<file path="config.mk">
export PLATFORM = sky130hd
export DESIGN_NAME = uart_tx_arbiter_flat
export DESIGN_NICKNAME = d
export VERILOG_FILES = /design/src/rtl/uart_tx_arbiter_if.sv /design/src/rtl/uart_tx_arbiter.sv /design/src/flat_wrapper.sv
export SDC_FILE = /design/constraint.sdc
export NUM_CORES = 1
export LEC_CHECK = 0
export CORE_MARGIN = 2
export CORE_UTILIZATION = 48
export CTS_BUF_LIST = sky130_fd_sc_hd__clkbuf_4 sky130_fd_sc_hd__clkbuf_8
export DETAILED_ROUTE_END_ITERATION = 7
export PLACE_DENSITY = 0.83
export SLEW_MARGIN = 10
export SYNTH_ARGS = -nofsm -noshare
export SYNTH_HDL_FRONTEND = slang
export SYNTH_SLANG_ARGS = --single-unit
</file>
<file path="constraint.sdc">
create_clock -name clk -period 5.38 [get_ports clk]
set_input_delay 1.076 -clock clk [delete_from_list [all_inputs] [get_ports clk]]
set_output_delay 1.076 -clock clk [all_outputs]
set_load 0.02 [all_outputs]
</file>
<file path="src/rtl/uart_tx_arbiter_if.sv">
// Requester/transmitter bundle for uart_tx_arbiter: per-requester byte streams
// on one side, a single UART transmitter handshake on the other.
interface uart_tx_arbiter_if #(
    parameter int NREQ = 4
);
    logic [NREQ-1:0]   req_valid;
    logic [8*NREQ-1:0] req_data;
    logic [NREQ-1:0]   req_last;
    logic [NREQ-1:0]   req_ready;
    logic [NREQ-1:0]   grant;
    logic              tx_start;
    logic [7:0]        tx_byte;
    logic              tx_done;
    logic              timeout;

    modport master (
        output req_valid, req_data, req_last, tx_done,
        input  req_ready, grant, tx_start, tx_byte, timeout
    );

    modport slave (
        input  req_valid, req_data, req_last, tx_done,
        output req_ready, grant, tx_start, tx_byte, timeout
    );
endinterface

</file>
<file path="src/rtl/uart_tx_arbiter.sv">
// Round-robin, message-granular arbiter feeding one UART transmitter from NREQ byte streams.
// Define UART_ARB_TIMEOUT_EN to add the idle-hold watchdog that revokes a stalled grant.
module uart_tx_arbiter #(
    parameter int NREQ        = 4,
    parameter int TIMEOUT_CYC = 1024
) (
    input logic             clk,
    input logic             reset,
    uart_tx_arbiter_if.slave bus
);
    localparam int PW = (NREQ > 1) ? $clog2(NREQ) : 1;

    typedef enum logic [1:0] {IDLE, HOLD, START, WAIT} state_t;

    state_t          r_state, w_state_nxt;
    logic [PW-1:0]   r_rr_ptr, r_owner, w_pick, w_off, w_owner_inc;
    logic [PW:0]     w_sum;
    logic [NREQ-1:0] w_rot;
    logic [NREQ-1:0] r_grant, r_ready;
    logic            r_tx_start, r_last;
    logic [7:0]      r_tx_byte;
    logic            w_any_valid, w_own_valid, w_timeout_hit;
    logic            w_load, w_accept, w_start, w_release;

    assign w_any_valid = |bus.req_valid;
    assign w_own_valid = bus.req_valid[r_owner];
    assign w_owner_inc = (r_owner == PW'(NREQ-1)) ? '0 : r_owner + 1'b1;

    // Rotate so bit 0 is rr_ptr; the lowest set bit is the next owner.
    always_comb begin
        w_rot = NREQ'({bus.req_valid, bus.req_valid} >> r_rr_ptr);
        w_off = '0;
        for (int i = NREQ-1; i >= 0; i--)
            if (w_rot[i]) w_off = PW'(i);
        w_sum  = {1'b0, r_rr_ptr} + {1'b0, w_off};
        w_pick = (w_sum >= (PW+1)'(NREQ)) ? PW'(w_sum - (PW+1)'(NREQ)) : PW'(w_sum);
    end

`ifdef UART_ARB_TIMEOUT_EN
    localparam int CW = (TIMEOUT_CYC > 2) ? $clog2(TIMEOUT_CYC) : 1;

    logic [CW-1:0] r_wd_cnt;
    logic          r_timeout;

    assign w_timeout_hit = (r_state == HOLD) && !w_own_valid &&
                           (r_wd_cnt == CW'(TIMEOUT_CYC-1));

    // Held at zero outside HOLD, so every HOLD entry starts a fresh count.
    always_ff @(posedge clk) begin
        if (reset) begin
            r_wd_cnt  <= '0;
            r_timeout <= 1'b0;
        end else begin
            r_timeout <= w_timeout_hit;
            if (r_state != HOLD || w_own_valid || w_timeout_hit) r_wd_cnt <= '0;
            else                                                 r_wd_cnt <= r_wd_cnt + 1'b1;
        end
    end

    assign bus.timeout = r_timeout;
`else
    assign w_timeout_hit = 1'b0;
    assign bus.timeout   = 1'b0;
`endif

    always_ff @(posedge clk) begin
        if (reset) r_state <= IDLE;
        else       r_state <= w_state_nxt;
    end

    always_comb begin
        w_state_nxt = r_state;
        unique case (r_state)
            IDLE:  if (w_any_valid) w_state_nxt = HOLD;
            HOLD:  if (w_timeout_hit)    w_state_nxt = IDLE;
                   else if (w_own_valid) w_state_nxt = START;
            START: w_state_nxt = WAIT;
            WAIT:  if (bus.tx_done) w_state_nxt = r_last ? IDLE : HOLD;
            default: w_state_nxt = IDLE;
        endcase
    end

    always_comb begin
        w_load    = 1'b0;
        w_accept  = 1'b0;
        w_start   = 1'b0;
        w_release = 1'b0;
        unique case (r_state)
            IDLE:  w_load = w_any_valid;
            HOLD:  begin
                w_accept  = w_own_valid;
                w_release = w_timeout_hit;
            end
            START: w_start = 1'b1;
            WAIT:  w_release = bus.tx_done & r_last;
            default: ;
        endcase
    end

    // Outputs are registered off the decoded actions, one cycle behind the state.
    always_ff @(posedge clk) begin
        if (reset) begin
            r_grant    <= '0;
            r_ready    <= '0;
            r_owner    <= '0;
            r_rr_ptr   <= '0;
            r_tx_start <= 1'b0;
            r_tx_byte  <= 8'h00;
            r_last     <= 1'b0;
        end else begin
            r_ready    <= '0;
            r_tx_start <= w_start;
            if (w_load) begin
                r_owner <= w_pick;
                r_grant <= NREQ'(1) << w_pick;
            end
            if (w_accept) begin
                r_ready   <= NREQ'(1) << r_owner;
                r_tx_byte <= bus.req_data[8*r_owner +: 8];
                r_last    <= bus.req_last[r_owner];
            end
            if (w_release) begin
                r_grant  <= '0;
                r_rr_ptr <= w_owner_inc;
            end
        end
    end

    assign bus.grant     = r_grant;
    assign bus.req_ready = r_ready;
    assign bus.tx_start  = r_tx_start;
    assign bus.tx_byte   = r_tx_byte;
endmodule

</file>
<file path="src/flat_wrapper.sv">
// flat-port wrapper written by rule: the top's interface ports become plain ports
module uart_tx_arbiter_flat 
#(
    parameter int NREQ        = 4,
    parameter int TIMEOUT_CYC = 1024
)
  (clk, reset, bus_req_valid, bus_req_data, bus_req_last, bus_tx_done, bus_req_ready, bus_grant, bus_tx_start, bus_tx_byte, bus_timeout);
  uart_tx_arbiter_if #(.NREQ(NREQ)) bus_i ();
  input logic clk;
  input logic reset;
  input wire logic [$bits(bus_i.req_valid)-1:0] bus_req_valid;
  input wire logic [$bits(bus_i.req_data)-1:0] bus_req_data;
  input wire logic [$bits(bus_i.req_last)-1:0] bus_req_last;
  input wire logic [$bits(bus_i.tx_done)-1:0] bus_tx_done;
  output wire logic [$bits(bus_i.req_ready)-1:0] bus_req_ready;
  output wire logic [$bits(bus_i.grant)-1:0] bus_grant;
  output wire logic [$bits(bus_i.tx_start)-1:0] bus_tx_start;
  output wire logic [$bits(bus_i.tx_byte)-1:0] bus_tx_byte;
  output wire logic [$bits(bus_i.timeout)-1:0] bus_timeout;
  assign bus_i.req_valid = bus_req_valid;
  assign bus_i.req_data = bus_req_data;
  assign bus_i.req_last = bus_req_last;
  assign bus_i.tx_done = bus_tx_done;
  assign bus_req_ready = bus_i.req_ready;
  assign bus_grant = bus_i.grant;
  assign bus_tx_start = bus_i.tx_start;
  assign bus_tx_byte = bus_i.tx_byte;
  assign bus_timeout = bus_i.timeout;
  uart_tx_arbiter #(.NREQ(NREQ), .TIMEOUT_CYC(TIMEOUT_CYC)) u_core (.clk(clk), .reset(reset), .bus(bus_i));
endmodule
</file>
* Word level (Yosys, flattened, before mapping) *
Index checks and enable logic that the tools add are counted.

storage, ports and cells
  bits in registers = 24
  bits of input ports = 43
  output and inout bits = 18
  word-level logic and storage cells = 50

operators by class
  add/subtract/negate cells = 3
  order comparisons = 2
  equal/unequal tests = 7
  shifts and indexed selects = 4
  mux-type cells = 19
  bitwise operators = 2
  reductions and logical operators = 5

operator list
  cell                 count
  $shiftx 32x6->8      1
  $mux 2               9
  $pmux 2 s4           1
  $shl 1x2->4 const A  2
  $shr 8x2->4          1
  $mux 1               7
  $eq 2x2->1 const B   3
  $bmux 1 s2           2
  $ne 2x1->1 const B   2
  $reduce_or 2->1      2
  $reduce_or 4->1      1
  $add 2x2->3          1
  $ge 3x3->1 const B   1
  $lt 2x3->1 const B   1
  $reduce_and 3->1     1
  $add 2x1->2 const B  1
  $eq 2x1->1 const B   1
  $logic_not 2->1      1
  $ne 2x2->1 const B   1
  $sub 2x1->2 const B  1
  $and 1x1->1          1
  $not 1->1            1

* Logic depth before layout (Yosys ltp) *
Gate-level depths: netlist (run 1).

  depth after elaboration = 9
  gate-level depth with buffers = 11

* Worst setup path after synthesis (run 1) *
OpenSTA, ideal clock, no wires.

  path kind = input -> register
  start = input port bus_req_valid[2]
  end = register u_core.r_grant[1], in the netlist u_core.bus.grant[1]
  library setup time = 79 ps
  arrival time = 2672 ps
  data required time = 5301 ps
  path slack = 2629 ps
  cell stages on the path = 8
  cell sequence = buf_2 > or4_1 > nand3_1 > ha_1 > xor2_1 > and3_1 > a21bo_2 > o211ai_1

between the ends
  cells in the longest elaborated chain, start to end = 9
  elaborated cells on any way between the ends = 12
  those cells by class = add/sub: 2; order compare: 1; shift: 2; mux: 6; reduce/logical: 1

ends and longest elaborated chain
  what                                              RTL line                source
  start: declaration                                flat_wrapper.sv:11      input wire logic [$bits(bus_i.req_valid)-1:0] bus_req_valid;
  $shr 8x2->4                                       uart_tx_arbiter.sv:31   w_rot = NREQ'({bus.req_valid, bus.req_valid} >> r_rr_ptr);
  $mux 2 (4 in series)                              uart_tx_arbiter.sv:34   if (w_rot[i]) w_off = PW'(i);
  $add 2x2->3                                       uart_tx_arbiter.sv:35   w_sum = {1'b0, r_rr_ptr} + {1'b0, w_off};
  $ge 3x3->1 / $sub 2x1->2 (equally long branches)  uart_tx_arbiter.sv:36   w_pick = (w_sum >= (PW+1)'(NREQ)) ? PW'(w_sum - (PW+1)'(NREQ)) : PW'(w_sum);
  $mux 2                                            uart_tx_arbiter.sv:36
  $shl 1x2->4                                       uart_tx_arbiter.sv:115  r_grant <= NREQ'(1) << w_pick;
  end signal: assignment                            uart_tx_arbiter.sv:115
  end: declaration                                  uart_tx_arbiter.sv:19   logic [NREQ-1:0] r_grant, r_ready;

Several ways; a longest one is shown, not always the timed one.
A chain may end at the register's enable or synchronous reset.

* Final worst setup path (run 1) *
  start = input port bus_req_valid[1]
  end = register u_core.r_grant[1], in the netlist u_core.bus.grant[1]

Same word-level chain as after synthesis.

==> results of run 1 <==
Yosys cell counts (all sizes together), types with 2 or more instances:
cell type and instances:
ha 7, mux2i 11, nor2b 2, clkbuf 3, nor2 22, buf 10, nand2b 3, o211ai 5
nand2 13, a21o 2, o21ai 4, dfxtp 24, a21oi 3, or3 2, inv 3, o41ai 2
mux4 10, nand3 8, nor4b 2, nand3b 3
logic make-up after synthesis:
kind of cell,after synthesis,share of synthesized area
AO/OA/AOI/OAI,23,0.121
XOR/XNOR,2,0.0113
adder cells (fa/ha/maj),7,0.0565
buffers and inverters,16,0.0638
flip-flops,24,0.310
multiplexers,21,0.229
other,1,0.00242
AND/OR/NAND/NOR,61,0.206
power by group through the flow:
stage / combinational, mW / clock (mW) / sequential (mW)
after floorplan: 0.209 / 0 / 0.262
after global placement: 0.294 / 0 / 0.259
after detailed placement: 0.305 / 0 / 0.262
after CTS: 0.307 / 0.0960 / 0.258
after global routing: 0.329 / 0.103 / 0.265
final: 0.306 / 0.0922 / 0.257
worst max-delay path: stages:
cell and delay, ns:
clkdlybuf4s50_1 0.66, nor2_1 0.11, or4_1 0.40, nand3_1 0.10, ha_1 0.20, xor2_1 0.26
and3_1 0.22, a21bo_2 0.22, o211ai_1 0.07
placed cells by master, fill, tap and decap left out, types with 5 or more instances in the layout:
| cell | Yosys | routed |
|---|---|---|
| mux4_2 | 5 | 5 |
| nand3_1 | 7 | 7 |
| mux2i_1 | 11 | 11 |
| mux4_1 | 5 | 5 |
| ha_1 | 7 | 7 |
| dfxtp_1 | 24 | 24 |
| nand2_1 | 12 | 12 |
| o211ai_1 | 5 | 5 |
| clkdlybuf4s50_1 | 0 | 59 |
| nor2_1 | 21 | 21 |
worst paths after layout:
path,startpoint,end,slack (ns),cells after the start
min reg2reg,u_core.bus.grant[3],u_core.bus.grant[3],0.48,2
min,u_core.bus.grant[3],u_core.bus.grant[3],0.48,2
max,bus_req_valid[1],u_core.bus.grant[1],2.29,9
max reg2reg,u_core.r_rr_ptr[0],u_core.bus.grant[0],3.20,10
flip-flops by register name, indices dropped and copies added (netlist names):
register / flops
u_core.bus.grant: 4
u_core.bus.req_ready: 4
u_core.bus.tx_byte: 8
u_core.bus.tx_start: 1
u_core.r_last: 1
u_core.r_owner: 2
u_core.r_rr_ptr: 2
u_core.r_state: 2
metrics by stage:
stage	hold WS, ns	instances	cell area, µm²	util	power [mW]
4_1_cts	0.491	249	2140	0.702	0.661
2_1_floorplan	0.494	155	1550	-	0.471
3_3_place_gp	0.458	245	2110	0.690	0.553
6_report	0.482	249	2140	0.702	0.656
5_1_grt	0.518	249	2140	0.702	0.697
3_5_place_dp	0.461	245	2110	0.690	0.567
final cells by class:
| class | instances | share of cell area |
|---|---|---|
| Timing Repair Buffer | 59 | 0.276 |
| Clock buffer | 4 | 0.0169 |
| Inverter | 3 | 0.00525 |
| Sequential cell | 24 | 0.224 |
| Multi-Input combinational cell | 115 | 0.452 |
| Tap cell | 44 | 0.0257 |
metal layers:
metal | part of all wire | GRT usage | vias up | routed length, µm
li1 | - | - | 667 | -
met3 | 0.048 | 0.0512 | 6 | 177
met5 | 0 | 0 | - | 0
met2 | 0.55 | 0.367 | 48 | 2050
met4 | 0.012 | 0.0590 | 0 | 43
met1 | 0.39 | 0.240 | 657 | 1440
==> flow_summary_export.csv, run 1 <==
group,metric,value,unit
critical_path,cp.arrival,3.33,ns
clocking,path_clk_slew,0.12,ns
route,viasPerCell,5.53,
power,power_per_cell_area,306,mW/mm²
timing,tns,0,ns
timing,rsz0062_at_grt,"no",
clocking,cts_tree,"yes",
route,via_count,1378,
critical_path,end_kind,"flop",
timing,clock_skew,0.00155,ns
timing,setup_violations,0,
power,p_switching,0.235,mW
floorplanning,ios,61,
min_path,min_path_type,"reg2reg",
power,switching_share,0.358,
yosys,yosysSeqAreaShare,0.310,
power,pwr-share-seq,0.392,
status,status,"complete, no violations",
critical_path,critical_path_required,5.62,ns
route,initialDrtViolationCount,56,
yosys,synth_ff_type,"dfxtp_1",
yosys,syn_avg_cell_area,9.99,µm²
clocking,cts.sink_count,24,
route,drt-pass1-iter-count,4,
floorplanning,dieArea,0.00370,mm²
global_route,grt_max_degree,23,
critical_path,crit_path_start_kind,"input port",
route,remaining_drc_errors,0,
timing,fmax,324,MHz
power,p_comb_frac,0.467,
yosys,synth.distinct_cells,47,
global_route,grtUsageTotal,0.205,
yosys,synthCells,155,
yosys,synth_edf_count,0,
timing,min_period_over_period,0.573,
timing,min_period,3.09,ns
power,p_leak,0.852,nW
floorplanning,die_h,60.8,µm
yosys,synthesis.nets,205,
final_layout,fillers,240,
yosys,ys_warn_count,0,
final_layout,multiInputGateArea,970,µm²
timing,fin_ws,2.29,ns
placed_design,place_ws,1.99,ns
timing,slew-limit-headroom,0.468,
yosys,synth.area.top_cells,"dfxtp_1, mux4_1, mux4_2, mux2i_1, ha_1",
placed_design,dp_hpwl,2.89,mm
route,antenna_left,0,
global_route,grt_pass1_wl,5.61,mm
final_layout,num_antenna_cells,0,
timing,worst_slew_pin_slew,0.796,ns
clocking,hold_buffers,0,
clocking,clock_latency,0.31,ns
global_route,grt_pass1_vias,1219,
critical_path,path_max_fanout,9,
route,wl_per_cell,14.9,µm
timing,hold_viol,0,
placed_design,place.gp.congestion,0.787,
final_layout,drive_above_1_share,0.0829,
clocking,post_cts_buffers,0,
global_route,grt_antenna_before_repair,0,
yosys,synth.largest_area_cell,"dfxtp_1",
power,pwr-share-clk,0.141,
clocking,cts_resized,0,
floorplanning,fp.dieW,60.8,µm
final_layout,syn_to_final_growth,38.4,%
yosys,synth-seq-cells,24,
yosys,synth.top_cell.area_share,0.310,
timing,maxSlewViolCount,0,
yosys,async_flop_share,0,
floorplanning,rows,20,
clocking,clock_tree.buffer_depth,2,
placed_design,port_buffers,59,
yosys,netlist_area,0.00155,mm²
clocking,cts_buffers,3,
final_layout,fin_nets,256,
clocking,htreeDepth,1,
floorplanning,coreArea,0.00305,mm²
clocking,cts-root-buf,"clkbuf_4",
route,wirelength,3.71,mm
floorplanning,start_util,0.507,
global_route,grt_overflow,0,
final_layout,seqCellArea,480,µm²
power,peakVddDrop,0.000188,V
run,maxCapViolations,0,
power,p_int,0.421,mW
critical_path,worstSetupPathType,"in2reg",
Note: power is estimated with default switching activity, not from simulation.
==> run 2: changes to the inputs <==
Settings changed: CORE_UTILIZATION 48 to 45, PLACE_DENSITY 0.83 to 0.78.
Clock period 5.38 ns to 2.85 ns, I/O delays scaled along.
==> run 2 against run 1 <==
- via count up 0.51%
- power up 85%
- design area up 1.6%
- register-to-register slack worse by 2.5 ns
- clock skew up 0.0016 ns
- critical path depth up 2
- critical path type unchanged
- largest cell class unchanged
==> flow_summary_export.csv, run 2 (synthesis results as in run 1) <==
group,metric,value,unit
status,status,"complete, no violations",
route,remaining_drc_errors,0,
power,pwr-share-clk,0.120,
route,top_layer,"met4",
floorplanning,fp.dieW,62.7,µm
timing,slew-limit-headroom,0.580,
floorplanning,ios,61,
global_route,grt_pass1_vias,1302,
critical_path,crit_family,"simple AND/OR/NAND/NOR gates",
clocking,cts_tree,"yes",
route,wl_per_cell,14.1,µm
critical_path,cp_cell_sequence,"clkdlybuf4s50_1 -> nor2_1 -> nand2_1 -> o21ai_0 -> o21ai_0 -> nand3_1 -> ha_1 -> xor2_1 -> or3_1 -> a21o_1 -> o211ai_1",
global_route,grt_antenna_before_repair,0,
clocking,path_clk_slew,0.12,ns
global_route,grtUsageTotal,0.187,
timing,clock_skew,0.00316,ns
critical_path,cp_num_buf_inv,1,
placed_design,dp_hpwl,2.82,mm
final_layout,drive_above_1_share,0.105,
power,power.total,1.21,mW
global_route,grt_pass1_wl,5.89,mm
final_layout,syn_to_final_growth,40.5,%
run,maxCapViolations,0,
final_layout,seqCellArea,480,µm²
clocking,cts_resized,0,
clocking,cts-root-buf,"clkbuf_4",
critical_path,end_kind,"flop",
power,p_comb_frac,0.496,
final_layout,layout.cells.most_common,"clkdlybuf4s50_1",
critical_path,crit_top_cell,"o21ai_0",
power,p_int,0.775,mW
clocking,post_cts_buffers,0,
floorplanning,dieArea,0.00393,mm²
floorplanning,start_util,0.468,
critical_path,cp_slowest_cell,"clkdlybuf4s50_1",
final_layout,final_cell_area,0.00218,mm²
route,initialDrtViolationCount,53,
floorplanning,die_h,62.7,µm
placed_design,place_ws,0.00930,ns
floorplanning,rows,21,
power,p_switching,0.437,mW
power,p_leak,0.874,nW
route,antenna_left,0,
timing,worst_slew_pin_slew,0.629,ns
critical_path,cp.arrival,2.77,ns
route,drt-pass1-iter-count,4,
power,pwr-share-seq,0.384,
timing,setup_violations,0,
final_layout,fillers,289,
power,switching_share,0.361,
timing,fin_ws,0.322,ns
critical_path,critical_path.max_stage_delay,0.65,ns
clocking,clock_tree.buffer_depth,2,
critical_path,path_max_fanout,9,
floorplanning,coreArea,0.00331,mm²
clocking,hold_buffers,0,
route,via_count,1385,
timing,min_period_over_period,0.887,
placed_design,port_buffers,59,
critical_path,critical_path_required,3.09,ns
timing,fmax,396,MHz
critical_path,worstSetupPathType,"in2reg",
route,viasPerCell,5.41,
timing,tns,0,ns
route,wirelength,3.60,mm
timing,rsz0062_at_grt,"no",
power,peakVddDrop,0.000416,V
final_layout,fin_nets,262,
final_layout,final_cell_mix,"clkdlybuf4s50_1, dfxtp_1, nor2_1",
global_route,grt_max_degree,22,
timing,maxSlewViolCount,0,
clocking,cts.sink_count,24,
global_route,grt_overflow,0,
route,wl_met1,1.50,mm
final_layout,largest_reg_flops,8,
placed_design,dpl_cell_area,0.00215,mm²
timing,hold_viol,0,
clocking,cts_buffers,3,
placed_design,place.gp.congestion,0.885,
clocking,clock_latency,0.31,ns
route,wl_met2,1.93,mm
power,power_per_cell_area,557,mW/mm²
route,dr_wl_met3,144,µm
timing,min_period,2.53,ns
final_layout,multiInputGateArea,970,µm²
min_path,min_path_type,"reg2reg",
clocking,htreeDepth,1,
critical_path,crit_path_start_kind,"input port",
final_layout,num_antenna_cells,0,
-- run 2: final timing paths --
| kind | startpoint | end | slack [ns] | cells past startpoint |
|---|---|---|---|---|
| worst max-delay path | bus_req_valid[0] | u_core.bus.grant[2] | 0.32 | 11 |
| worst min-delay path | u_core.bus.grant[0] | u_core.bus.grant[0] | 0.51 | 2 |
| worst max register to register | u_core.r_rr_ptr[0] | u_core.bus.grant[2] | 0.71 | 10 |
| worst min register to register | u_core.bus.grant[0] | u_core.bus.grant[0] | 0.51 | 2 |
-- run 2: layer usage --
metal / track usage / up-vias
met1: 0.222 / 675
met2: 0.347 / 32
li1: - / 676
met4: 0.0250 / 0
met5: 0 / -
met3: 0.0468 / 2
-- run 2: final cells by class --
class | count | share of cell area
clock buffers | 3 | 0.0103
inverters | 3 | 0.00517
well taps | 46 | 0.0264
flip-flops and latches | 24 | 0.221
multi-input cells | 115 | 0.445
repair buffers | 65 | 0.292
-- run 2: worst register-to-register path, stage by stage (launching register included) --
cell and delay, ns:
dfxtp_1 0.52, nor2_1 0.12, nand2_1 0.08, o21ai_0 0.06, o21ai_0 0.16, nand3_1 0.10, ha_1 0.22, xor2_1 0.18
or3_1 0.38, a21o_1 0.17, o211ai_1 0.08
-- run 2: power by group through the flow --
stage	clock [mW]	combinational, mW	sequential [mW]
after detailed placement	0	0.604	0.473
after global routing	0.160	0.655	0.479
after global placement	0	0.589	0.469
after CTS	0.148	0.607	0.466
after floorplan	0	0.395	0.494
final	0.146	0.601	0.465
-- run 2: through the flow --
stage | cells | hold slack [ns] | utilization
after floorplan | 155 | 0.494 | -
after global placement | 253 | 0.458 | 0.651
after detailed placement | 253 | 0.480 | 0.651
after CTS | 256 | 0.507 | 0.658
after global routing | 256 | 0.523 | 0.658
final | 256 | 0.505 | 0.658
==> run 3: changes to the inputs <==
Settings changed: CORE_UTILIZATION 45 to 41, PLACE_DENSITY 0.78 to 0.75, RECOVER_POWER set to 25.
Clock period 2.85 ns to 2.12 ns, I/O delays scaled along.
==> run 3 against run 2 <==
- sequential power up 27%
- sequential cell count unchanged
- non-clock buffer count up 12
- critical path depth down 2
- die area up 9.1%
- global-route usage up 0.15 points
- utilization down 2.0 points
- count of clock-buffer cells in the layout unchanged
- via count up 1.2%
- first-iteration DRC count down 45%
- hold slack worse by 0.020 ns
- power up 46%
==> flow_summary_export.csv, run 3 (synthesis results as in run 1) <==
group,metric,value,unit
status,status,"complete, no violations",
timing,fmax,491,MHz
critical_path,crit_path_start_kind,"input port",
timing,fin_hold_ws,0.485,ns
timing,setup_violations,0,
final_layout,largest_reg_flops,8,
global_route,grt_max_degree,22,
power,power_per_cell_area,764,mW/mm²
final_layout,postLayoutCoreUtil,0.637,
final_layout,num_antenna_cells,0,
timing,worst_slew_pin_slew,0.937,ns
critical_path,path_max_fanout,5,
placed_design,dpl_cell_area,0.00224,mm²
clocking,htreeDepth,1,
timing,min_period,2.04,ns
route,remaining_drc_errors,0,
timing,min_period_over_period,0.961,
min_path,min_path_type,"reg2reg",
route,via_count,1402,
power,p_leak,0.960,nW
route,wl_per_cell,14.6,µm
placed_design,port_buffers,59,
floorplanning,dieArea,0.00429,mm²
clocking,path_clk_slew,0.08,ns
final_layout,seqCellArea,485,µm²
timing,rsz0062_at_grt,"no",
final_layout,drive_above_1_share,0.194,
timing,maxSlewViolCount,0,
critical_path,critical_path_required,2.30,ns
clocking,cts_tree,"yes",
final_layout,syn_to_final_growth,49.5,%
global_route,grt_overflow,0,
critical_path,cp.arrival,2.22,ns
placed_design,place_ws,-0.500,ns
placed_design,place.gp.congestion,0.848,
clocking,cts.sink_count,24,
timing,hold_viol,0,
floorplanning,start_util,0.426,
critical_path,end_kind,"flop",
floorplanning,rows,22,
power,peakVddDrop,0.000557,V
final_layout,final_cell_mix,"clkdlybuf4s50_1, dfxtp_1, nor2_1",
critical_path,rr_worst_depth,7,
floorplanning,ios,61,
route,viasPerCell,5.19,
final_layout,final_cell_area,0.00232,mm²
clocking,clock_latency,0.26,ns
critical_path,worstSetupPathType,"in2reg",
placed_design,dp_hpwl,3.10,mm
final_layout,layout.cells.most_common,"clkdlybuf4s50_1",
timing,slew-limit-headroom,0.375,
global_route,grt_pass1_vias,1451,
power,power.total,1.77,mW
run,maxCapViolations,0,
global_route,grtUsageTotal,0.188,
clocking,cts_buffers,3,
route,drt-pass1-iter-count,5,
floorplanning,coreArea,0.00363,mm²
final_layout,fin_nets,274,
timing,clock_skew,0.00125,ns
global_route,grt_antenna_before_repair,0,
floorplanning,die_h,65.5,µm
clocking,clock_tree.buffer_depth,2,
route,antenna_left,0,
clocking,cts-root-buf,"clkbuf_8",
final_layout,fillers,319,
timing,fin_ws,0.0831,ns
floorplanning,fp.dieW,65.5,µm
global_route,grt_pass1_wl,6.30,mm
min_path,hold_path_depth,2,
route,initialDrtViolationCount,29,
route,wirelength,3.93,mm
final_layout,multiInputGateArea,0.00101,mm²
run 3: changes by cell type in the layout (fill, tap and decap cells not counted), sizes merged:
cell,delta
buf,+11
dlygate4sd3,+5
clkdlybuf4s15,+2
clkdlybuf4s50,-9
clkbuf,+3
run 3: worst paths after layout:
check	endpoint	slack [ns]	from
hold / removal	u_core.bus.grant[2]	0.48	u_core.bus.grant[2]
setup reg to reg	u_core.bus.grant[0]	0.08	u_core.r_rr_ptr[0]
hold reg to reg	u_core.bus.grant[2]	0.48	u_core.bus.grant[2]
setup / recovery	u_core.bus.grant[0]	0.08	bus_req_valid[1]
run 3: through the flow:
step / std cells / TNS (ns)
finish: 270 / 0
global route: 270 / 0
CTS: 269 / 0
detailed placement: 266 / -4.12
global placement: 266 / -2.98
floorplan: 155 / 0
run 3: repair_timing:
action	in CTS	in global routing
gates resized for setup	7	15
setup buffers	0	1
hold buffers	0	0
pin swaps	0	5
endpoints found under the setup margin	5	3
cloned	0	0
run 3: layout make-up:
cell class                      count  area share
Tap cell                           48      0.0259
Inverter                            3     0.00486
Clock buffer                        3      0.0178
Timing Repair Buffer               77       0.307
Sequential cell                    24       0.210
Multi-Input combinational cell    115       0.434
run 3: power breakdown:
part	internal (mW)	switching (mW)	total [mW]
Clock	0.127	0.134	0.260
Sequential	0.534	0.0561	0.590
Combinational	0.495	0.425	0.920
Total	1.16	0.615	1.77
run 3: metal layers:
layer | GRT usage | wire [µm] | vias to the layer above
li1 | - | - | 700
met1 | 0.207 | 1530 | 673
met2 | 0.370 | 2250 | 27
met3 | 0.0462 | 134 | 2
met4 | 0.0234 | 15 | 0
met5 | 0 | 0 | -
run 3: critical path: stages:
cell and delay, ns:
clkdlybuf4s15_1 0.25, nor2_1 0.09, or4_4 0.42, nand3_2 0.11
ha_4 0.16, xor2_2 0.09, or3_4 0.40, nand3b_1 0.18
o211ai_1 0.11
